$ cat src/rtl/adc_frontend_pkg.sv
// Shared types and width helpers for the phase-current ADC front-end.
package adc_frontend_pkg;

   typedef logic [1:0] zc_state_t;

   localparam zc_state_t ZC_UNKNOWN = 2'd0;
   localparam zc_state_t ZC_POS     = 2'd1;
   localparam zc_state_t ZC_NEG     = 2'd2;

   // Corrected sample carries one extra bit so +/-(2^DATA_W - 1) is representable
   function automatic int unsigned corr_width(input int unsigned data_w);
      return data_w + 1;
   endfunction

   function automatic int unsigned sum_width(input int unsigned corr_w, input int unsigned avg_log2);
      return corr_w + avg_log2;
   endfunction

   // Symmetric clamp magnitude for the offset-corrected sample
   function automatic int unsigned sat_limit(input int unsigned data_w);
      return (1 << data_w) - 1;
   endfunction

endpackage

$ cat src/rtl/adc_boxcar.sv
// Power-of-two boxcar filter: ring buffer, running sum and window-fill tracking.
module adc_boxcar
   import adc_frontend_pkg::*;
#(
   parameter int unsigned W        = 11,
   parameter int unsigned AVG_LOG2 = 2
) (
   input  logic                clk,
   input  logic                rst,
   input  logic                corr_valid,
   input  logic signed [W-1:0] corr,
   output logic signed [W-1:0] sample,
   output logic                sample_valid
);

   localparam int unsigned DEPTH = 1 << AVG_LOG2;

   generate
      if (AVG_LOG2 == 0) begin : g_bypass
         // Length-one window: register the corrected sample directly
         always_ff @(posedge clk or posedge rst) begin
            if (rst) begin
               sample       <= '0;
               sample_valid <= 1'b0;
            end else if (corr_valid) begin
               sample       <= corr;
               sample_valid <= 1'b1;
            end
         end
      end else begin : g_avg
         localparam int unsigned SUM_W  = sum_width(W, AVG_LOG2);
         localparam int unsigned FILL_W = $clog2(DEPTH + 1);
         localparam logic [FILL_W-1:0] FILL_FULL = FILL_W'(DEPTH);
         localparam logic [FILL_W-1:0] FILL_LAST = FILL_W'(DEPTH - 1);

         logic signed [W-1:0]     ring [DEPTH];
         logic [AVG_LOG2-1:0]     wr_ptr;
         logic signed [SUM_W-1:0] sum_q;
         logic signed [SUM_W-1:0] sum_c;
         logic [FILL_W-1:0]       fill_q;

         // Slot at wr_ptr holds the oldest sample; it reads zero until the window fills
         assign sum_c = sum_q + SUM_W'(corr) - SUM_W'(ring[wr_ptr]);

         always_ff @(posedge clk or posedge rst) begin
            if (rst) begin
               for (int i = 0; i < int'(DEPTH); i++) ring[i] <= '0;
               wr_ptr       <= '0;
               sum_q        <= '0;
               fill_q       <= '0;
               sample       <= '0;
               sample_valid <= 1'b0;
            end else if (corr_valid) begin
               ring[wr_ptr] <= corr;
               wr_ptr       <= wr_ptr + AVG_LOG2'(1);
               sum_q        <= sum_c;
               sample       <= W'(sum_c >>> AVG_LOG2);
               if (fill_q != FILL_FULL) fill_q <= fill_q + FILL_W'(1);
               if (fill_q == FILL_LAST) sample_valid <= 1'b1;
            end
         end
      end
   endgenerate

endmodule

$ cat src/rtl/adc_frontend.sv
// Phase-current ADC front-end: offset-binary conversion, calibration, boxcar filter,
// latched over-current trip, hysteretic zero-crossing detector and peak-magnitude hold.
module adc_frontend
   import adc_frontend_pkg::*;
#(
   parameter int unsigned DATA_W     = 10,
   parameter int unsigned AVG_LOG2   = 2,
   parameter int unsigned TRIP_COUNT = 3,
   parameter int unsigned ZC_HYST    = 16,
   parameter int unsigned ZC_HOLDOFF = 32
) (
   input  logic                   clk,
   input  logic                   rst,
   input  logic [DATA_W-1:0]      adc_data,
   input  logic signed [DATA_W:0] offset,
   input  logic [DATA_W-1:0]      trip_level,
   input  logic                   trip_clear,
   input  logic                   peak_clear,
   output logic signed [DATA_W:0] sample_out,
   output logic                   sample_valid,
   output logic                   over_current,
   output logic                   zc_pulse,
   output logic                   zc_polarity,
   output logic [DATA_W-1:0]      peak_mag
);

   localparam int unsigned CORR_W = corr_width(DATA_W);
   localparam int unsigned CONV_W = DATA_W + 2;
   localparam int unsigned TRIP_W = $clog2(TRIP_COUNT + 1);
   localparam int unsigned HO_W   = (ZC_HOLDOFF > 0) ? $clog2(ZC_HOLDOFF + 1) : 1;

   localparam logic signed [CONV_W-1:0] SAT_POS   = CONV_W'(sat_limit(DATA_W));
   localparam logic signed [CONV_W-1:0] SAT_NEG   = -SAT_POS;
   localparam logic signed [CORR_W-1:0] ZC_POS_TH = CORR_W'(ZC_HYST);
   localparam logic signed [CORR_W-1:0] ZC_NEG_TH = -ZC_POS_TH;
   localparam logic [TRIP_W-1:0]        TRIP_MAX  = TRIP_W'(TRIP_COUNT);
   localparam logic [HO_W-1:0]          HO_LOAD   = HO_W'(ZC_HOLDOFF);

   logic [DATA_W-1:0]        adc_q;
   logic                     adc_valid_q;
   logic signed [CONV_W-1:0] conv_c;
   logic signed [CONV_W-1:0] diff_c;
   logic signed [CORR_W-1:0] corr_c;
   logic signed [CORR_W-1:0] corr_q;
   logic                     corr_valid_q;
   logic [DATA_W-1:0]        corr_mag_c;
   logic [DATA_W-1:0]        sample_mag_c;
   logic [TRIP_W-1:0]        trip_cnt;

   zc_state_t                zc_state;
   zc_state_t                zc_state_n;
   logic [HO_W-1:0]          holdoff;
   logic [HO_W-1:0]          holdoff_n;
   logic                     zc_pulse_n;
   logic                     zc_polarity_n;
   logic                     above_c;
   logic                     below_c;

   // Offset binary to two's complement, then clamp the calibrated value symmetrically
   always_comb begin
      conv_c = CONV_W'($signed({~adc_q[DATA_W-1], adc_q[DATA_W-2:0]}));
      diff_c = conv_c - CONV_W'(offset);
      if (diff_c > SAT_POS)      corr_c = CORR_W'(SAT_POS);
      else if (diff_c < SAT_NEG) corr_c = CORR_W'(SAT_NEG);
      else                       corr_c = CORR_W'(diff_c);
      corr_mag_c   = corr_c[CORR_W-1] ? DATA_W'(-corr_c) : DATA_W'(corr_c);
      sample_mag_c = sample_out[CORR_W-1] ? DATA_W'(-sample_out) : DATA_W'(sample_out);
   end

   always_ff @(posedge clk or posedge rst) begin
      if (rst) begin
         adc_q        <= '0;
         adc_valid_q  <= 1'b0;
         corr_q       <= '0;
         corr_valid_q <= 1'b0;
      end else begin
         adc_q        <= adc_data;
         adc_valid_q  <= 1'b1;
         corr_q       <= corr_c;
         corr_valid_q <= adc_valid_q;
      end
   end

   adc_boxcar #(
      .W        (CORR_W),
      .AVG_LOG2 (AVG_LOG2)
   ) u_boxcar (
      .clk          (clk),
      .rst          (rst),
      .corr_valid   (corr_valid_q),
      .corr         (corr_q),
      .sample       (sample_out),
      .sample_valid (sample_valid)
   );

   // Trip counter runs on the unfiltered sample; a set in the same cycle as a clear wins
   always_ff @(posedge clk or posedge rst) begin
      if (rst) begin
         trip_cnt     <= '0;
         over_current <= 1'b0;
      end else begin
         if (adc_valid_q) begin
            if (corr_mag_c > trip_level) begin
               if (trip_cnt != TRIP_MAX) trip_cnt <= trip_cnt + TRIP_W'(1);
            end else begin
               trip_cnt <= '0;
            end
         end
         over_current <= (trip_cnt == TRIP_MAX) | (over_current & ~trip_clear);
      end
   end

   assign above_c = sample_out > ZC_POS_TH;
   assign below_c = sample_out < ZC_NEG_TH;

   always_ff @(posedge clk or posedge rst) begin
      if (rst) begin
         zc_state    <= ZC_UNKNOWN;
         holdoff     <= '0;
         zc_pulse    <= 1'b0;
         zc_polarity <= 1'b0;
      end else begin
         zc_state    <= zc_state_n;
         holdoff     <= holdoff_n;
         zc_pulse    <= zc_pulse_n;
         zc_polarity <= zc_polarity_n;
      end
   end

   // Zero-crossing next state; the holdoff window freezes the state after each pulse
   always_comb begin
      zc_state_n    = zc_state;
      holdoff_n     = (holdoff != '0) ? holdoff - HO_W'(1) : holdoff;
      zc_pulse_n    = 1'b0;
      zc_polarity_n = zc_polarity;
      if (sample_valid && (holdoff == '0)) begin
         case (zc_state)
            ZC_UNKNOWN: begin
               if (above_c)      zc_state_n = ZC_POS;
               else if (below_c) zc_state_n = ZC_NEG;
            end
            ZC_POS: begin
               if (below_c) begin
                  zc_state_n    = ZC_NEG;
                  zc_pulse_n    = 1'b1;
                  zc_polarity_n = 1'b0;
                  holdoff_n     = HO_LOAD;
               end
            end
            ZC_NEG: begin
               if (above_c) begin
                  zc_state_n    = ZC_POS;
                  zc_pulse_n    = 1'b1;
                  zc_polarity_n = 1'b1;
                  holdoff_n     = HO_LOAD;
               end
            end
            default: zc_state_n = ZC_UNKNOWN;
         endcase
      end
   end

   // Peak hold tracks |sample_out| only once the filter window is full
   always_ff @(posedge clk or posedge rst) begin
      if (rst) begin
         peak_mag <= '0;
      end else if (peak_clear) begin
         peak_mag <= sample_valid ? sample_mag_c : '0;
      end else if (sample_valid && (sample_mag_c > peak_mag)) begin
         peak_mag <= sample_mag_c;
      end
   end

endmodule

$ cat config.mk
export PLATFORM = sky130hd
export DESIGN_NAME = adc_frontend
export DESIGN_NICKNAME = d
export VERILOG_FILES = /design/src/rtl/adc_frontend_pkg.sv /design/src/rtl/adc_boxcar.sv /design/src/rtl/adc_frontend.sv
export SDC_FILE = /design/constraint.sdc
export NUM_CORES = 1
export LEC_CHECK = 0
export BUFFER_PORTS_ARGS = -buffer_cell sky130_fd_sc_hd__buf_2
export CORE_MARGIN = 2
export CORE_UTILIZATION = 30
export DETAILED_ROUTE_END_ITERATION = 8
export SETUP_SLACK_MARGIN = 0.05
export SLEW_MARGIN = 15
export SYNTH_ARGS = -nofsm -noshare
export SYNTH_HDL_FRONTEND = slang
export SYNTH_SLANG_ARGS = --single-unit
$ cat constraint.sdc
create_clock -name clk -period 4.38 [get_ports clk]
set_clock_uncertainty 0.15 [all_clocks]
set_input_delay 0.657 -clock clk [delete_from_list [all_inputs] [get_ports clk]]
set_output_delay 0.657 -clock clk [all_outputs]
set_load 0.03 [all_outputs]
# Word level (Yosys, flattened, before mapping)
# Index checks and enable logic that the tools add are counted.
word_totals:
  regBits: 120
  elab_cells: 95
classes:
  reduce_logical: 13
  n_addsub: 9
  order_cmp: 8
  n_mux: 31
  bitwise_logic: 5
  n_eq_ne: 9
ops:
  columns: ["cell", "count"]
  rows:
  - ["11-bit 2-to-1 mux", 5]
  - ["10-bit 2-to-1 mux", 5]
  - ["44-bit bitwise mux", 1]
  - ["6-bit 2-to-1 mux", 4]
  - ["11-bit binary-select mux with 2-bit select", 1]
  - ["11-bit demux with 2-bit select", 1]
  - ["10-bit > comparator", 2]
  - ["10-bit negator", 2]
  - ["13-bit by 11-bit adder with 13-bit output", 1]
  - ["13-bit by 11-bit subtractor with 13-bit output", 1]
  - ["12-bit by 11-bit > comparator with 1-bit output (second input constant)", 1]
  - ["12-bit by 11-bit < comparator with 1-bit output (second input constant)", 1]
  - ["6-bit one-hot mux with 2 select lines", 1]
  - ["10-bit by 11-bit subtractor with 12-bit output", 1]
  - ["11-bit by 6-bit > comparator with 1-bit output (second input constant)", 1]
  - ["11-bit by 5-bit < comparator with 1-bit output (second input constant)", 1]
  - ["2-bit 2-to-1 mux", 5]
  - ["2-bit AND reduction", 4]
  - ["6-bit zero test", 1]
  - ["2-bit inequality test (second input constant)", 3]
  - ["2-bit one-hot mux with 3 select lines", 1]
  - ["6-bit nonzero test", 1]
  - ["6-bit by 1-bit subtractor with 6-bit output (second input constant)", 1]
  - ["1-bit 2-to-1 mux", 5]
  - ["other kinds (18)", 25]

# Depth between registers and ports, before layout
depth:
  depth_word: 10
  mapped_depth: 25
  mapped_depth_nobuf: 24

# Hierarchy
# A second synthesis with hierarchy kept.
hier_totals:
  hier_cells: 758
  area_unflattened_um2: 7254.5
modules_own_cells:
  columns: ["module", "n_inst", "cells_each", "area_per_inst_um2"]
  rows:
  - ["adc_boxcar", 1, 357, 3657.3]
  - ["adc_frontend", 1, 401, 3597.2]

# Worst setup path before layout
# OpenSTA, ideal clock, no wires.
synth_path:
  path_kind: "input to register"
  start: "input offset[0]"
  end: "register trip_cnt[0]"
  t_required_ns: 4.100
  setup_slack_ns: -0.706
  setup_time_ns: 0.130
  path_buffers: 1
  arrival_time_ns: 4.806
  stages: 23
  path_cell_list: "ha_1 > inv_1 > fa_1 > a21o_2 > a311oi_2 > nor2_1 > xnor2_4 > nand4bb_4 > o21ai_2 > buf_6 > a21o_1 > ha_1 > inv_1 > or3_1 > o21ai_0 > o311ai_1 > ha_1 > a21o_1 > a211o_1 > nor2_1 > o211ai_1 > a31oi_1 > mux2i_1"
synth_between:
  elab_chain_len: 9
  word_cells_on_any_way: 11
  classes_between: "add/sub: 2; order compare: 3; eq/ne: 1; mux: 4; reduce/logical: 1"
synth_rtl:
  columns: ["item", "line", "text"]
  rows:
  - ["from (decl)", "adc_frontend.sv:15", "input logic signed [DATA_W:0] offset,"]
  - ["10-bit by 11-bit subtractor with 12-bit output *", "adc_frontend.sv:62", "diff_c = conv_c - CONV_W'(offset);"]
  - ["12-bit by 11-bit < comparator with 1-bit output", "adc_frontend.sv:64", "else if (diff_c < SAT_NEG) corr_c = CORR_W'(SAT_NEG);"]
  - ["11-bit 2-to-1 mux", "adc_frontend.sv:64", null]
  - ["11-bit 2-to-1 mux *", "adc_frontend.sv:63", "if (diff_c > SAT_POS) corr_c = CORR_W'(SAT_POS);"]
  - ["10-bit negator", "adc_frontend.sv:66", "corr_mag_c = corr_c[CORR_W-1] ? DATA_W'(-corr_c) : DATA_W'(corr_c);"]
  - ["10-bit 2-to-1 mux *", "adc_frontend.sv:66", null]
  - ["10-bit > comparator *", "adc_frontend.sv:103", "if (corr_mag_c > trip_level) begin"]
  - ["2-bit by 1-bit inequality test with 1-bit output (no source line)", null, null]
  - ["2-bit AND reduction (no source line)", null, null]
  - ["to (signal assigned)", "adc_frontend.sv:104", "if (trip_cnt != TRIP_MAX) trip_cnt <= trip_cnt + TRIP_W'(1);"]
  - ["to (decl)", "adc_frontend.sv:48", "logic [TRIP_W-1:0] trip_cnt;"]
# Every way passes the cells marked *; elsewhere a longest branch is shown, timed or not.
# A chain may end at the register's enable or synchronous reset.

# Worst setup path after layout
layout_path:
  start: "register adc_q[0]"
  end: "register trip_cnt[1]"
layout_between:
  elab_chain_len: 9
  word_cells_on_any_way: 11
  classes_between: "add/sub: 2; order compare: 3; eq/ne: 1; mux: 4; reduce/logical: 1"
layout_rtl:
  columns: ["item", "line", "text"]
  rows:
  - ["from (decl)", "adc_frontend.sv:39", "logic [DATA_W-1:0] adc_q;"]
  - ["from (signal assigned)", "adc_frontend.sv:77", "adc_q <= adc_data;"]
  - ["10-bit by 11-bit subtractor with 12-bit output *", "adc_frontend.sv:62", null]
  - ["12-bit by 11-bit < comparator with 1-bit output", "adc_frontend.sv:64", null]
  - ["11-bit 2-to-1 mux", "adc_frontend.sv:64", null]
  - ["11-bit 2-to-1 mux *", "adc_frontend.sv:63", null]
  - ["10-bit negator", "adc_frontend.sv:66", null]
  - ["10-bit 2-to-1 mux *", "adc_frontend.sv:66", null]
  - ["10-bit > comparator *", "adc_frontend.sv:103", null]
  - ["2-bit by 1-bit inequality test with 1-bit output (no source line)", null, null]
  - ["2-bit AND reduction (no source line)", null, null]
# Marked as above.

==> results.tsv <==
stage	metric	value	unit
run_status	status	complete, but fails checks	
run_status	violations	setup timing	
synth	yosysTopAreaCellShare	0.374	
floorplanning	start_util	0.303	
synth	netlist_instances	774	
grt	grt_first_pass_wirelength	26.6	mm
synth	ys_seq_area_frac	0.374	
timing	fin_ws	-77.1	ps
synth	syn-num-nets	883	
drt	wl_per_cell	12.5	µm
setup_path	arrival	4540	ps
placed_design	dp_hpwl	11.6	mm
timing	setup_viol	2	
worst_hold_path	hold_path_depth	1	
timing	fin_setup_tns	-137	ps
placed_design	gp_congestion	0.841	
grt	grt_max_degree	73	
cts	cts.clk_slew.worst_paths	80	ps
synth	syn_area_per_cell	9.43	µm²
setup_path	cp-startpoint	adc_q[0]$_DFF_PP0_	
pwr	ir_drop	342	µV
drt	drtIter0Drc	286	
synth	synth_seq_cells	109	
timing	min_period	4460	ps
setup_path	critPathKind	reg2reg	
synth	synth_cell_type_count	72	
cts	clock_latency	360	ps
floorplanning	die_h	160	µm
placed_design	place_area	8290	µm²
floorplanning	die_area	25600	µm²
cells_and_area	n_antenna_cell	0	
synth	synth_most_common_cell	dfrtp_1	
setup_path	crit_fanout	4	
timing	slew_viol_final	0	
grt	antenna_found_initial	0	
drt	drt_wl_total	15.0	mm
grt	grt_usage	0.125	
setup_path	worst_ep_required_time	4470	ps
timing	max_slew_margin	0.395	
timing	finalHoldViolCount	0	
drt	route.detailed.drc	0	
cells_and_area	layout.nets	982	
timing	finalCritPeriodShare	1.02	
floorplanning	die_width	160	µm
grt	grt_overflow_total	0	
synth	ys_top_cells_by_count	dfrtp_1 (109), inv_1 (101), o21ai_0 (80)	
job	maxCapViolCount	0	
setup_path	reg2reg_to	trip_cnt[1]$_DFFE_PP0P_	
floorplanning	pin_count	60	
worst_hold_path	worstHoldPathType	in2reg	
floorplanning	fp-row-count	57	
drt	viasPerCell	4.58	
synth	synth_top_area_cell	dfrtp_1	
setup_path	r2r_cells	23	
cts	cts.path.max_buffers	2	
floorplanning	core-area	24100	µm²
timing	tightest_slew	907	ps
synth	yosys_warnings	0	
setup_path	crit_path_end	trip_cnt[1]$_DFFE_PP0P_	
cells_and_area	syn2layout_area_growth	19.5	%
placed_design	port_buffers	59	
timing	fmax	224	MHz
drt	detail-route-antenna-nets	0	
cts	cts-root-buf	clkbuf_16	
setup_path	endpoint_kind	flip-flop	
grt	grt_pass1_vias	5623	
cells_and_area	stdcell_area	8720	µm²
synth	synth_edf_count	0	
drt	first_pass_iters	4	
pwr	p_leak	0.00416	µW
drt	via_count	5510	
cts	numCtsBuffers	9	
setup_path	startpoint_type	flip-flop	
timing	rsz0062_at_grt	true	
cts	cts_sinks	109	
synth	synth_area_leaders	dfrtp_1 (37%), ha_1 (10%), o21ai_0 (5.5%)	
cts	htree_levels	3	
setup_path	rrSetupSlack	-80	ps
pwr	powerDensity	861	nW/µm²
synth	syn_area	7300	µm²
setup_path	r2r_start	adc_q[0]$_DFF_PP0_	
synth	ys_dominant_reg_cell	dfrtp_1	
synth	async_flop_share	1.00	
cells_and_area	final_layout_size_suffix_gt1_frac	0.237	
cts	tritoncts	built	
==> layout make-up <==
class | instances | area [µm²]
fill | 2485 | 15400
multi-input combinational | 526 | 4110
sequential | 109 | 2730
timing repair buffer | 126 | 802
tap | 324 | 405
inverter | 101 | 382
clock buffer | 9 | 225
clock inverter | 7 | 67.6
==> routing by layer <==
| layer | vias to the layer above | GRT usage | part of all wire |
|---|---|---|---|
| met1 | 2577 | 0.163 | 0.48 |
| met5 | - | 0 | 0 |
| met2 | 99 | 0.211 | 0.47 |
| met4 | 0 | 0.0348 | 0.014 |
| li1 | 2821 | - | - |
| met3 | 13 | 0.0257 | 0.038 |
==> how the worst min path moves through the flow <==
stage                          start                     end  slack, ps
2_1_floorplan  adc_valid_q$_DFF_PP0_  corr_valid_q$_DFF_PP0_        220
3_3_place_gp   adc_valid_q$_DFF_PP0_  corr_valid_q$_DFF_PP0_        260
3_5_place_dp   adc_valid_q$_DFF_PP0_  corr_valid_q$_DFF_PP0_        270
4_1_cts                  adc_data[4]      adc_q[4]$_DFF_PP0_        230
5_1_grt                  adc_data[1]      adc_q[1]$_DFF_PP0_        240
6_report                 adc_data[4]      adc_q[4]$_DFF_PP0_        250
==> repair_timing <==
item | 4_1_cts | 5_1_grt
resized for setup | 8 | 10
setup endpoints to repair | 2 | 3
pin swaps | 12 | 3
hold buffers | 0 | 0
setup buffers | 4 | 3
==> cells in the final DEF (no fill, tap or decap), drive strengths merged, types with 7 or more instances in the layout <==
cell and instances:
nor2 45, xnor2 22, ha 61, dfrtp 109, nor3 16, xor2 9
fa 13, o21a 16, nand2b 12, nor2b 8, nand2 78, nand3 19
o21ai 81, a21oi 23, mux4 11, clkbuf 9, inv 104, nand4 7
a21o 11, buf 126
==> through the flow <==
stage	setup slack (ps)	total power [µW]	hold slack, ps	cells	util
2_1_floorplan	-367	5710	224	774	-
3_3_place_gp	-437	6550	256	1179	0.344
3_5_place_dp	-544	6660	267	1179	0.344
4_1_cts	-145	7530	233	1199	0.359
5_1_grt	-346	8420	236	1202	0.362
6_report	-77.1	7500	249	1202	0.362
==> cell families after synthesis <==
group / Yosys count / synth area share
adders and majority gates: 75 / 0.142
buffers and inverters: 139 / 0.0823
and+or+nand+nor: 211 / 0.140
other: 1 / 0.000514
DFF: 109 / 0.374
xor gates and xnor gates: 31 / 0.0434
AOI/OAI and AO/OA: 187 / 0.170
muxes: 21 / 0.0487
==> state kept, by name, indices dropped and copies added, names as in the netlist, 2 cells and up <==
register               count
trip_cnt                   2
u_boxcar.g_avg.ring       44
u_boxcar.g_avg.wr_ptr      2
holdoff                    6
corr_q                    11
adc_q                     10
u_boxcar.g_avg.sum_q       2
u_boxcar.sample           11
u_boxcar.g_avg.fill_q      3
peak_mag                  10
zc_state                   2
==> worst max-delay path, cell delays in order (launching register included) <==
cell	delay [ps]
dfrtp_1	380
inv_2	70
ha_4	130
inv_2	30
fa_2	350
a21o_4	230
a311oi_4	250
nor3_1	110
or3_4	450
nor2_4	100
nand2_1	90
o21ai_2	100
ha_4	170
inv_2	30
or3_4	340
o21ai_2	150
o311ai_2	100
ha_2	190
a21o_1	150
a211o_1	270
nor2b_1	160
nor3_2	70
a31oi_2	180
o22ai_1	100
==> report_power, final <==
part / switching [µW] / internal [µW]
logic: 2690 / 2250
registers: 300 / 1450
clock network: 413 / 402
(Power assumes the default switching activity.)
